[src/rtl/mx_pkg.sv]
// mx_pkg: shared constants and types for the mx round-robin arbiter
package mx_pkg;

    localparam logic SRC0      = 1'b0;
    localparam logic SRC1      = 1'b1;
    localparam int   DW_DEF    = 32;
    localparam int   CNT_W_DEF = 16;

    typedef enum logic {
        EMPTY = 1'b0,
        FULL  = 1'b1
    } ostate_t;

endpackage

[src/rtl/mx_rr_pick.sv]
// mx_rr_pick: combinational two-way pick between requesters (round-robin or fixed priority)
module mx_rr_pick
    import mx_pkg::*;
#(
    parameter bit RR = 1'b1
) (
    input  logic v1,
    input  logic v2,
    input  logic last_grant,
    output logic grant,
    output logic any_req
);

    // contested requests alternate under round-robin; idle cycles park on last_grant
    always_comb begin
        any_req = v1 | v2;
        grant   = (v1 & v2) ? (RR ? ~last_grant : SRC0)
                : v1        ? SRC0
                : v2        ? SRC1
                :             last_grant;
    end

endmodule

[src/rtl/mx_rr_arbiter.sv]
// mx_rr_arbiter: arbitrates two valid/ready sources onto a registered one-entry output stage
module mx_rr_arbiter
    import mx_pkg::*;
#(
    parameter int DW    = DW_DEF,
    parameter int CNT_W = CNT_W_DEF,
    parameter bit RR    = 1'b1
) (
    input  logic             clk,
    input  logic             rst_n,
    input  logic [DW-1:0]    MI1,
    input  logic             v1,
    output logic             r1,
    input  logic [DW-1:0]    MI2,
    input  logic             v2,
    output logic             r2,
    output logic             SMx,
    output logic [DW-1:0]    RMx,
    output logic             o_valid,
    output logic             o_src,
    input  logic             o_ready,
    output logic [CNT_W-1:0] cnt1,
    output logic [CNT_W-1:0] cnt2
);

    ostate_t state, state_nx;
    logic    last_grant;
    logic    grant;
    logic    any_req;
    logic    can_accept;
    logic    xfer;

    mx_rr_pick #(.RR(RR)) u_pick (
        .v1         (v1),
        .v2         (v2),
        .last_grant (last_grant),
        .grant      (grant),
        .any_req    (any_req)
    );

    assign o_valid = (state == FULL);

    // grants open only when the output stage is empty or draining this cycle
    always_comb begin
        can_accept = ~o_valid | o_ready;
        r1         = can_accept & any_req & (grant == SRC0);
        r2         = can_accept & any_req & (grant == SRC1);
        xfer       = r1 | r2;
        SMx        = grant;
        state_nx   = xfer                 ? FULL
                   : (o_valid & ~o_ready) ? FULL
                   :                        EMPTY;
    end

    // output register, fairness pointer and per-source counters
    always_ff @(posedge clk or negedge rst_n) begin
        if (!rst_n) begin
            state      <= EMPTY;
            RMx        <= '0;
            o_src      <= SRC0;
            last_grant <= SRC1;
            cnt1       <= '0;
            cnt2       <= '0;
        end else begin
            state <= state_nx;
            if (xfer) begin
                RMx        <= SMx ? MI2 : MI1;
                o_src      <= grant;
                last_grant <= grant;
            end
            if (r1) cnt1 <= cnt1 + 1'b1;
            if (r2) cnt2 <= cnt2 + 1'b1;
        end
    end

endmodule

[config.mk]
export PLATFORM = sky130hd
export DESIGN_NAME = mx_rr_arbiter
export DESIGN_NICKNAME = d
export VERILOG_FILES = /design/src/rtl/mx_pkg.sv /design/src/rtl/mx_rr_pick.sv /design/src/rtl/mx_rr_arbiter.sv
export SDC_FILE = /design/constraint.sdc
export NUM_CORES = 1
export LEC_CHECK = 0
export CAP_MARGIN = 20
export CORE_UTILIZATION = 45
export CTS_BUF_LIST = sky130_fd_sc_hd__clkbuf_16
export CTS_CLUSTER_SIZE = 40
export DETAILED_ROUTE_END_ITERATION = 8
export PLACE_DENSITY = 0.83
export SLEW_MARGIN = 30
export SYNTH_ARGS = -nofsm -noshare
export SYNTH_HDL_FRONTEND = slang
export SYNTH_SLANG_ARGS = --single-unit
[constraint.sdc]
create_clock -name clk -period 4.37 [get_ports clk]
set_input_delay 1.0925 -clock clk [delete_from_list [all_inputs] [get_ports clk]]
set_output_delay 1.0925 -clock clk [all_outputs]
set_load 0.005 [all_outputs]
==> results.py, run 1 <==
metrics = {
    "global_routing": {
        "grt_use_met1_pct": 27.1,
        "grt_max_degree": 45,
        "use_met2_pct": 35.5,
        "antenna_found_initial": 0,
        "grt_pass1_wl_um": 12000,
        "grtUsageTotal_pct": 21.6,
        "met3_usage_pct": 7.47,
        "top_usage_layer": "met2",
        "grt_pass1_vias": 2572,
        "gr-total-overflow": 0,
    },
    "synthesis": {
        "postSynthAreaPerCell_um2": 10.9,
        "syn-cell-area_um2": 3040,
        "synthTopCellsByArea": "dfrtp_1, mux2i_1, nand2_1",
        "yosys_register_bits": 67,
        "synth_area_leader_cell": "dfrtp_1",
        "syn-instance-count": 278,
        "seq_area_frac_synth_pct": 55.3,
        "synth.distinct_cells": 32,
        "synth.top_cell.area_share_pct": 54.4,
        "yosysWarnings": 0,
        "syn_nets": 349,
    },
    "timing": {
        "hold_viol": 0,
        "finalMaxSlewViolations": 0,
        "setup_tns_ps": 0,
        "rsz0062_at_grt": "no",
        "whs_ps": 483,
        "tightest_slew_ps": 710,
        "fmax_mhz": 254,
        "post-route-period-util_pct": 90.2,
        "setup_violations": 0,
        "period_needed_ps": 3940,
        "clock_skew_ps": 6.80,
        "relSlewSlack_pct": 52.6,
    },
    "route": {
        "drc": 22,
        "routedWlPerCell_um": 14.4,
        "num_vias": 2517,
        "vias_per_cell": 5.01,
        "drtIter0Drc": 133,
        "dr.pass1.iters": 7,
        "totalWireLength_um": 7210,
        "postRouteAntennaNets": 0,
    },
    "critical_path": {
        "critPathKind": "in -> out",
        "critPathLaunchType": "input port",
        "crit_arrival_ps": 2850,
        "critPathRequiredTime_ps": 3280,
        "r2r_start": "last_grant",
        "path_max_fanout": 4,
        "end_kind": "output port",
        "critPathLaunch": "v2",
    },
    "clock_network": {
        "clockBufferDepth": 2,
        "clkSinkCount": 67,
        "cts.repair.resized": 0,
        "cts_root_buffer": "clkbuf_16",
        "postCtsSetupBuffers": 0,
        "cts_tree": "done",
        "cts_buffers": 9,
        "holdBufCountCts": 0,
        "h-tree-depth": 3,
        "clkTransAtPathRegs_ps": 60,
        "insertion_delay_ps": 320,
    },
    "layout": {
        "layout_commonest_cell": "clkdlybuf4s50_1",
        "stdcell_area_um2": 4780,
        "area_growth_pct": 57.5,
        "fillers": 479,
        "final_cell_mix": "clkdlybuf4s50_1, dfrtp_1, nand2_1",
        "final_cells": 502,
        "drive_gt1_share_pct": 7.06,
        "fin_util_pct": 74.4,
        "num_antenna_cells": 0,
        "nets": 491,
    },
    "placement": {
        "io_buffers": 137,
        "placed_cell_area_um2": 4480,
        "place_inst": 486,
        "gp_congestion": 0.793,
        "hpwl_um": 5350,
    },
    "outcome": {
        "violations": "DRC",
        "status": "finished with violations",
    },
    "flow_run": {
        "maxCapViolCount": 0,
    },
    "pwr": {
        "p_per_area_nw_per_um2": 434,
        "p_leak_nw": 2.14,
        "max-vdd-ir-drop_mv": 0.271,
    },
    "floorplan": {
        "start_util_pct": 47.3,
        "die_h_um": 84.1,
        "die_w_um": 84.1,
        "coreArea_um2": 6420,
        "die-area_um2": 7080,
        "row_count": 29,
        "ioPinCount": 138,
    },
    "worst_hold_path": {
        "hold_class": "reg -> reg",
        "hp-start": "RMx[30]",
    },
}
## through the flow
stage               worst slack, ps  power (W)
global route                    380    0.00218
floorplan                      1520    0.00103
global placement                475    0.00135
finish                          427    0.00207
CTS                             437    0.00210
detailed placement              437    0.00137
## flip-flops by register name, summed over array words and instances, names as in the netlist
register	cells
RMx	32
cnt1	16
cnt2	16
last_grant	1
o_src	1
o_valid	1
## area by class of cell
class	instances	area [µm²]	share of cell area [%]
clock buffer	9	225	4.71
clock inverter	7	77.6	1.62
inverter	7	26.3	0.550
multi-input combinational	194	1280	26.8
sequential	67	1680	35.1
tap	77	96.3	2.02
timing repair buffer	141	1400	29.2
## critical path, stage by stage
cell and delay [ps]:
clkdlybuf4s50_1 490, nor2b_2 250, or3_4 410, inv_2 90
clkdlybuf4s50_1 520
## report_power, final
part | switching (W) | leakage, nW | internal, W
Sequential | 0.0000977 | 0.838 | 0.000729
Combinational | 0.000195 | 1.16 | 0.000336
Clock | 0.000273 | 0.146 | 0.000445
Total | 0.000565 | 2.14 | 0.00151
## per-layer routing
metal	routed length [µm]	vias to the layer above	share of wire (%)
li1	-	1239	-
met5	0	-	0
met2	3430	93	48
met3	615	8	8.5
met1	3080	1177	43
met4	90	0	1.2
## cells by family (layout without fill, tap and decap cells)
logic type	count (synthesis)	count (layout)	synth area share [%]
AOI/OAI and AO/OA	36	36	6.47
xor gates and xnor gates	30	30	8.66
adders and majority gates	2	2	0.824
buffers and inverters	17	164	2.88
DFF	67	67	55.3
muxes	33	33	10.9
and+or+nand+nor	93	93	15.0
## path summary, 6_finish.rpt
check | endpoint | slack (ps) | depth (start not counted)
worst max-delay path | r1 | 430 | 5
worst min-delay path | RMx[30] | 480 | 2
worst max register to register | RMx[28] | 2540 | 5
worst min register to register | RMx[30] | 480 | 2
max in group asynchronous | cnt2[7] | 2620 | 2
min in group asynchronous | cnt1[11] | 810 | 1
## synthesized netlist by cell type
cell and n:
a21boi_1 1, a21oi_4 1, and2_1 1, and3_1 5, and4_1 3, buf_2 1, buf_6 3, clkbuf_1 6
dfrtp_1 66, dfstp_2 1, ha_1 2, inv_1 6, inv_2 1, mux2_2 1, mux2i_1 32, nand2_1 46
nand2b_1 1, nand3_1 8, nand4_1 9, nor2_1 11, nor2b_1 1, nor2b_2 1, nor3_1 3, nor3_2 1
nor3_4 1, nor4_1 1, o21a_1 1, o21ai_0 3, o21ai_1 30, or3_4 1, xnor2_1 19, xor2_1 11
Note: power is estimated with default switching activity, not from simulation.
==> inputs of run 2 (changes only) <==
--- a/config.mk
+++ b/config.mk
@@ -11,6 +11,7 @@
 export CTS_CLUSTER_SIZE = 40
 export DETAILED_ROUTE_END_ITERATION = 8
 export PLACE_DENSITY = 0.83
+export SKIP_CTS_REPAIR_TIMING = 1
 export SLEW_MARGIN = 30
 export SYNTH_ARGS = -nofsm -noshare
 export SYNTH_HDL_FRONTEND = slang
==> results of run 2 <==
The final DEF is identical to that of run 1; final timing and power are the same.
==> inputs of run 3 (changes only) <==
--- a/config.mk
+++ b/config.mk
@@ -12,7 +12,7 @@
 export DETAILED_ROUTE_END_ITERATION = 8
 export PLACE_DENSITY = 0.83
 export SKIP_CTS_REPAIR_TIMING = 1
-export SLEW_MARGIN = 30
+export SLEW_MARGIN = 20
 export SYNTH_ARGS = -nofsm -noshare
 export SYNTH_HDL_FRONTEND = slang
 export SYNTH_SLANG_ARGS = --single-unit
==> results of run 3 <==
The final DEF is identical to that of run 1; final timing and power are the same.
==> RTL change 1, RTL diff (settings of run 2) <==
Set the package constant `CNT_W_DEF` to 32 (it was 16).
--- a/src/rtl/mx_pkg.sv
+++ b/src/rtl/mx_pkg.sv
@@ -4,7 +4,7 @@
     localparam logic SRC0      = 1'b0;
     localparam logic SRC1      = 1'b1;
     localparam int   DW_DEF    = 32;
-    localparam int   CNT_W_DEF = 16;
+    localparam int   CNT_W_DEF = 32;
 
     typedef enum logic {
         EMPTY = 1'b0,
Interface: changed (resized cnt1 and cnt2); port bits go from 138 to 170. The function was not compared with the original's and may differ.
==> RTL change 1 against run 2 <==
- register-to-register slack worse by 0.31 ns
- area after synthesis increased by 54%
- cell count grew 47%
- first-iteration DRC count decreased by 28%
- non-clock buffer count grew 33
- core utilization down 6.3 points
- total power up 17%
- highest routed layer unchanged
- synthesized cell count up 56%
- sequential cell count grew 32
- worst setup slack got worse by 0.019 ns
- sequential power increased by 37%
- final area increased by 42%
- critical endpoint is now r2
- wire length up 62%
==> RTL change 1: results (changes against run 2) <==
Slew HR: 55.2% (was 52.6%)
Top cells by count, synth: dfrtp_1 (98), nand2_1 (54), xor2_1 (43), o21ai_0 (33), mux2i_1 (32) (was dfrtp_1 (66), nand2_1 (46), mux2i_1 (32), o21ai_1 (30), xnor2_1 (19))
Fill count: 779 (was 479)
Ys async rst share: 100% (unchanged)
Number of global-route vias before repair: 4030 (was 2572)
Grt met1 use: 27.8% (was 27.1%)
Final Net Count: 672 (was 491)
Skew-Pair Late Insertion Delay: 0.34 ns (was 0.32 ns)
Worst path max stage delay: 0.58 ns (was 0.52 ns)
Drt first pass iters: 4 (was 7)
Final WL: 11700 um (was 7210 um)
Sequential share of the synthesized area: 52.9% (was 55.3%)
Static Leak: 3.08 nW (was 2.14 nW)
Cells after DPL: 723 (was 486)
Syn_nets: 506 (was 349)
Power Internal: 1.75 mW (was 1.51 mW)
R2R Path Start: o_valid (was last_grant)
Initial DRC Count: 96 (was 133)
Syn Inst Count: 435 (was 278)
Wirelength per Cell: 15.8 um (was 14.4 um)
Comb pwr: 537 uW (was 530 uW)
Cts bufs inserted: 9 (unchanged)
First-pass GRT wire length: 19500 um (was 12000 um)
Hold Path Origin: cnt2[31] (was RMx[30])
IO buf count: 169 (was 137)
Status: finished clean (was complete, but fails checks)
Synth cell types: 37 (was 32)
Worst Clk Skew: 0.0101 ns (was 0.00680 ns)
Total track usage: 22.5% (was 21.6%)
GR Layer Usage met2: 38.7% (was 35.5%)
Cell area after placement: 6500 um2 (was 4480 um2)
Largest regs: RMx x32, cnt1 x32, cnt2 x32 (was RMx x32, cnt1 x16, cnt2 x16)
WHS Endpoint: cnt2[31] (was RMx[30])
Share of post-route cells with drive strength above 1: 6.60% (was 7.06%)
Worst Hold Path Cells: 1 (was 2)
Worst r2r dst: cnt1[23] (was RMx[28])
Worst-case hold slack: 0.469 ns (was 0.483 ns)
Clock Power Share: 31.0% (was 34.6%)
Synth area leaders: dfrtp_1 (52%), xor2_1 (8.0%), mux2i_1 (6.8%) (was dfrtp_1 (54%), mux2i_1 (11%), nand2_1 (5.7%))
Peak VDD IR: 0.000188 V (was 0.000271 V)
Setup TNS: 0 ns (unchanged)
Hold Crit Class: reg -> reg (unchanged)
DR vias: 3939 (was 2517)
Met3 GRT Util: 5.70% (was 7.47%)
Largest net degree at the start of global routing: 67 (was 45)
R2R Setup Slk: 2.23 ns (was 2.54 ns)
CTS clk-pin slew, worst paths: 0.08 ns (was 0.06 ns)
Final HPWL DP: 8790 um (was 5350 um)
Crit-path max FO: 5 (was 4)
CTS Root Cell: clkbuf_16 (unchanged)
GP Congestion: 0.856 (was 0.793)
Area occupied by multi-input gates: 2100 um2 (was 1280 um2)
Path depth of the worst reg2reg path: 4 (was 5)
==> RTL change 1: cell types whose count changed after synthesis, sizes merged, moves of 4 or more <==
cell    before  now
and3         5   10
nor4         1   16
clkbuf       6   13
dfrtp       66   98
nand4        9   22
and2         1    5
and4         3    9
nor3         5   21
nand2       46   54
nand3        8   21
xor2        11   43
==> RTL change 1: cells by family after synthesis <==
group	count (synthesis)	share of synthesized area [%]
simple gates	175	21.0
xor+xnor	62	11.6
buf+inv	26	2.59
compound gates	37	4.14
fa+ha+maj	2	0.534
mux	34	7.31
flops	99	52.9
==> RTL change 1: routing by layer <==
| metal | vias up | routed length (um) | part of all wire [%] |
|---|---|---|---|
| met2 | 138 | 5960 | 51 |
| met5 | - | 0 | 0 |
| met1 | 1929 | 4810 | 41 |
| met3 | 9 | 789 | 6.8 |
| met4 | 0 | 125 | 1.1 |
| li1 | 1863 | - | - |
==> RTL change 1: worst max-delay path: cells and delay by family <==
kind | cells | cell delay (ns)
buffers and inverters | 2 | 1.15
AOI/OAI and AO/OA | 1 | 0.34
and+or+nand+nor | 1 | 0.29
==> RTL change 1: worst max path at each step <==
stage / from / end / depth (start not counted)
global placement: v2 / r2 / 4
CTS: v2 / r2 / 4
global route: v1 / r2 / 4
detailed placement: v2 / r2 / 4
floorplan: v2 / SMx / 5
finish: v2 / r2 / 4
==> RTL change 1: stage by stage <==
stage	total power [mW]	setup WS (ns)
after global routing	2.54	0.356
after CTS	2.44	0.411
after detailed placement	1.69	0.418
final	2.42	0.408
after floorplan	1.33	1.48
after global placement	1.67	0.475
==> RTL change 1: final cells by class <==
cell class              count  share of cell area (%)
repair buffers            174                    25.5
inverters                   7                   0.387
flip-flops and latches     99                    36.5
clock inverters             7                   0.867
clock buffers               9                    3.32
well taps                 133                    2.45
multi-input cells         310                    31.0
==> RTL change 2, RTL diff (config.mk and constraints of run 2) <==
Made on the original files. Register the output `cnt1` once more, without a reset; this adds one clock of latency there. The other outputs are not delayed to match.
--- a/src/rtl/mx_rr_arbiter.sv
+++ b/src/rtl/mx_rr_arbiter.sv
@@ -22,6 +22,8 @@
     output logic [CNT_W-1:0] cnt1,
     output logic [CNT_W-1:0] cnt2
 );
+
+    logic [CNT_W-1:0] cnt1_s0;
 
     ostate_t state, state_nx;
     logic    last_grant;
@@ -59,7 +61,7 @@
             RMx        <= '0;
             o_src      <= SRC0;
             last_grant <= SRC1;
-            cnt1       <= '0;
+            cnt1_s0    <= '0;
             cnt2       <= '0;
         end else begin
             state <= state_nx;
@@ -68,10 +70,14 @@
                 o_src      <= grant;
                 last_grant <= grant;
             end
-            if (r1) cnt1 <= cnt1 + 1'b1;
+            if (r1) cnt1_s0 <= cnt1_s0 + 1'b1;
             if (r2) cnt2 <= cnt2 + 1'b1;
         end
     end
 
+    always_ff @(posedge clk) begin
+        cnt1 <= cnt1_s0;
+    end
+
 endmodule
 
Function: changed (Yosys sat finds a counterexample within 4 cycles, from zero or initial values and one cycle with rst_n low).
==> RTL change 2 against run 2 <==
- sequential cell count increased by 16
- final area is 7.9% higher
- worst setup slack gained 0.014 ns
- total power grew 11%
- wire length up 8.8%
- critical path depth did not move
- area after synthesis increased by 12%
- first-iteration DRC count down 26%
==> RTL change 2: results (changes against run 2) <==
Status: finished clean (was complete, but fails checks)
Ys async rst share: 80.7% (was 100%)
Final WL: 7850 um (was 7210 um)
Peak VDD IR: 0.000238 V (was 0.000271 V)
R2R Path Start: last_grant (unchanged)
WHS Endpoint: cnt1[15] (was RMx[30])
Sequential share of the synthesized area: 58.8% (was 55.3%)
Ys Warns: 0 (unchanged)
Syn Inst Count: 297 (was 278)
Slew HR: 42.1% (was 52.6%)
Drt first pass iters: 5 (was 7)
R2R Setup Slk: 2.51 ns (was 2.54 ns)
Worst Hold Path Cells: 0 (was 2)
Total track usage: 20.3% (was 21.6%)
Via/cell ratio: 4.84 (was 5.01)
Crit path DAT: 2.84 ns (was 2.85 ns)
Top cells by count, synth: dfrtp_1 (66), nand2_1 (46), mux2i_1 (32), o21ai_1 (30), xnor2_1 (20) (was dfrtp_1 (66), nand2_1 (46), mux2i_1 (32), o21ai_1 (30), xnor2_1 (19))
Longest Clk Path Bufs: 2 (unchanged)
Synth area leaders: dfrtp_1 (49%), dfxtp_1 (9.4%), mux2i_1 (9.4%) (was dfrtp_1 (54%), mux2i_1 (11%), nand2_1 (5.7%))
IO buf count: 137 (unchanged)
Initial DRC Count: 99 (was 133)
WL met3: 482 um (was 615 um)
Static Leak: 2.26 nW (was 2.14 nW)
Wirelength per Cell: 14.5 um (was 14.4 um)
Path depth of the worst reg2reg path: 5 (unchanged)
Crit-path max FO: 5 (was 4)
Final HPWL DP: 5790 um (was 5350 um)
Fill count: 560 (was 479)
Number of global-route vias before repair: 2525 (was 2572)
Final Net Count: 509 (was 491)
Biggest register: RMx (unchanged)
Worst r2r dst: RMx[17] (was RMx[28])
Cells after DPL: 526 (was 486)
First-pass GRT wire length: 11800 um (was 12000 um)
Worst Clk Skew: 0.00654 ns (was 0.00680 ns)
Cts bufs inserted: 9 (unchanged)
Synth cell types: 30 (was 32)
DR top layer: met4 (unchanged)
WL met2: 4100 um (was 3430 um)
Hold Path Origin: cnt1_s0[15] (was RMx[30])
Syn_nets: 368 (was 349)
GP Congestion: 0.825 (was 0.793)
Power Internal: 1.68 mW (was 1.51 mW)
Share of post-route cells with drive strength above 1: 6.55% (was 7.06%)
Largest net degree at the start of global routing: 65 (was 45)
Htree depth: 3 (unchanged)
M1 WL: 3170 um (was 3080 um)
[RTL change 2: metrics by stage]
| step | cell area (um2) | worst slack, ns | total power [mW] | hold WS [ns] |
|---|---|---|---|---|
| 3_5_place_dp | 4850 | 0.456 | 1.56 | 0.389 |
| 5_1_grt | 5160 | 0.376 | 2.42 | 0.425 |
| 6_report | 5160 | 0.441 | 2.30 | 0.409 |
| 3_3_place_gp | 4850 | 0.545 | 1.54 | 0.381 |
| 4_1_cts | 5160 | 0.462 | 2.33 | 0.404 |
| 2_1_floorplan | 3400 | 1.55 | 1.21 | 0.345 |
[RTL change 2: layer usage]
layer,up-vias,GRT usage (%)
li1,1285,-
met1,1242,24.5
met2,88,35.8
met3,8,4.25
met4,0,7.48
met5,-,0
[RTL change 2: cell type report]
class	instances	area (um2)	area share, %
Clock inverter	7	82.6	1.60
Inverter	6	22.5	0.437
Clock buffer	9	225	4.37
Tap cell	99	124	2.40
Multi-Input combinational cell	198	1320	25.5
Timing Repair Buffer	140	1390	26.9
Sequential cell	83	2000	38.7
[RTL change 2: how the worst max path moves through the flow]
stage / start / end / slack (ns) / cells past startpoint
floorplan: v2 / SMx / 1.55 / 4
global placement: v1 / r1 / 0.55 / 4
detailed placement: v2 / r2 / 0.46 / 5
CTS: v2 / r2 / 0.46 / 5
global route: v2 / r2 / 0.38 / 5
finish: v2 / r2 / 0.44 / 5
[RTL change 2: kinds of logic after synthesis]
| logic type | after synthesis | share of synthesized area, % |
|---|---|---|
| AOI/OAI and AO/OA | 35 | 5.56 |
| xor gates and xnor gates | 30 | 7.73 |
| adders and majority gates | 2 | 0.736 |
| buffers and inverters | 16 | 2.76 |
| DFF | 83 | 58.8 |
| muxes | 33 | 9.76 |
| and+or+nand+nor | 98 | 14.7 |
[RTL change 2: power by group through the flow]
stage | Combinational, mW | Clock, mW | Sequential (mW)
3_5_place_dp | 0.545 | 0 | 1.02
6_report | 0.536 | 0.764 | 1.00
5_1_grt | 0.583 | 0.816 | 1.02
2_1_floorplan | 0.200 | 0 | 1.01
4_1_cts | 0.547 | 0.777 | 1.01
3_3_place_gp | 0.526 | 0 | 1.01
[RTL change 2: critical path, cell delays in order]
cell and delay [ns]:
clkdlybuf4s50_1 0.56, a21boi_1 0.29, nand2_1 0.19, inv_1 0.17, clkdlybuf4s50_1 0.52
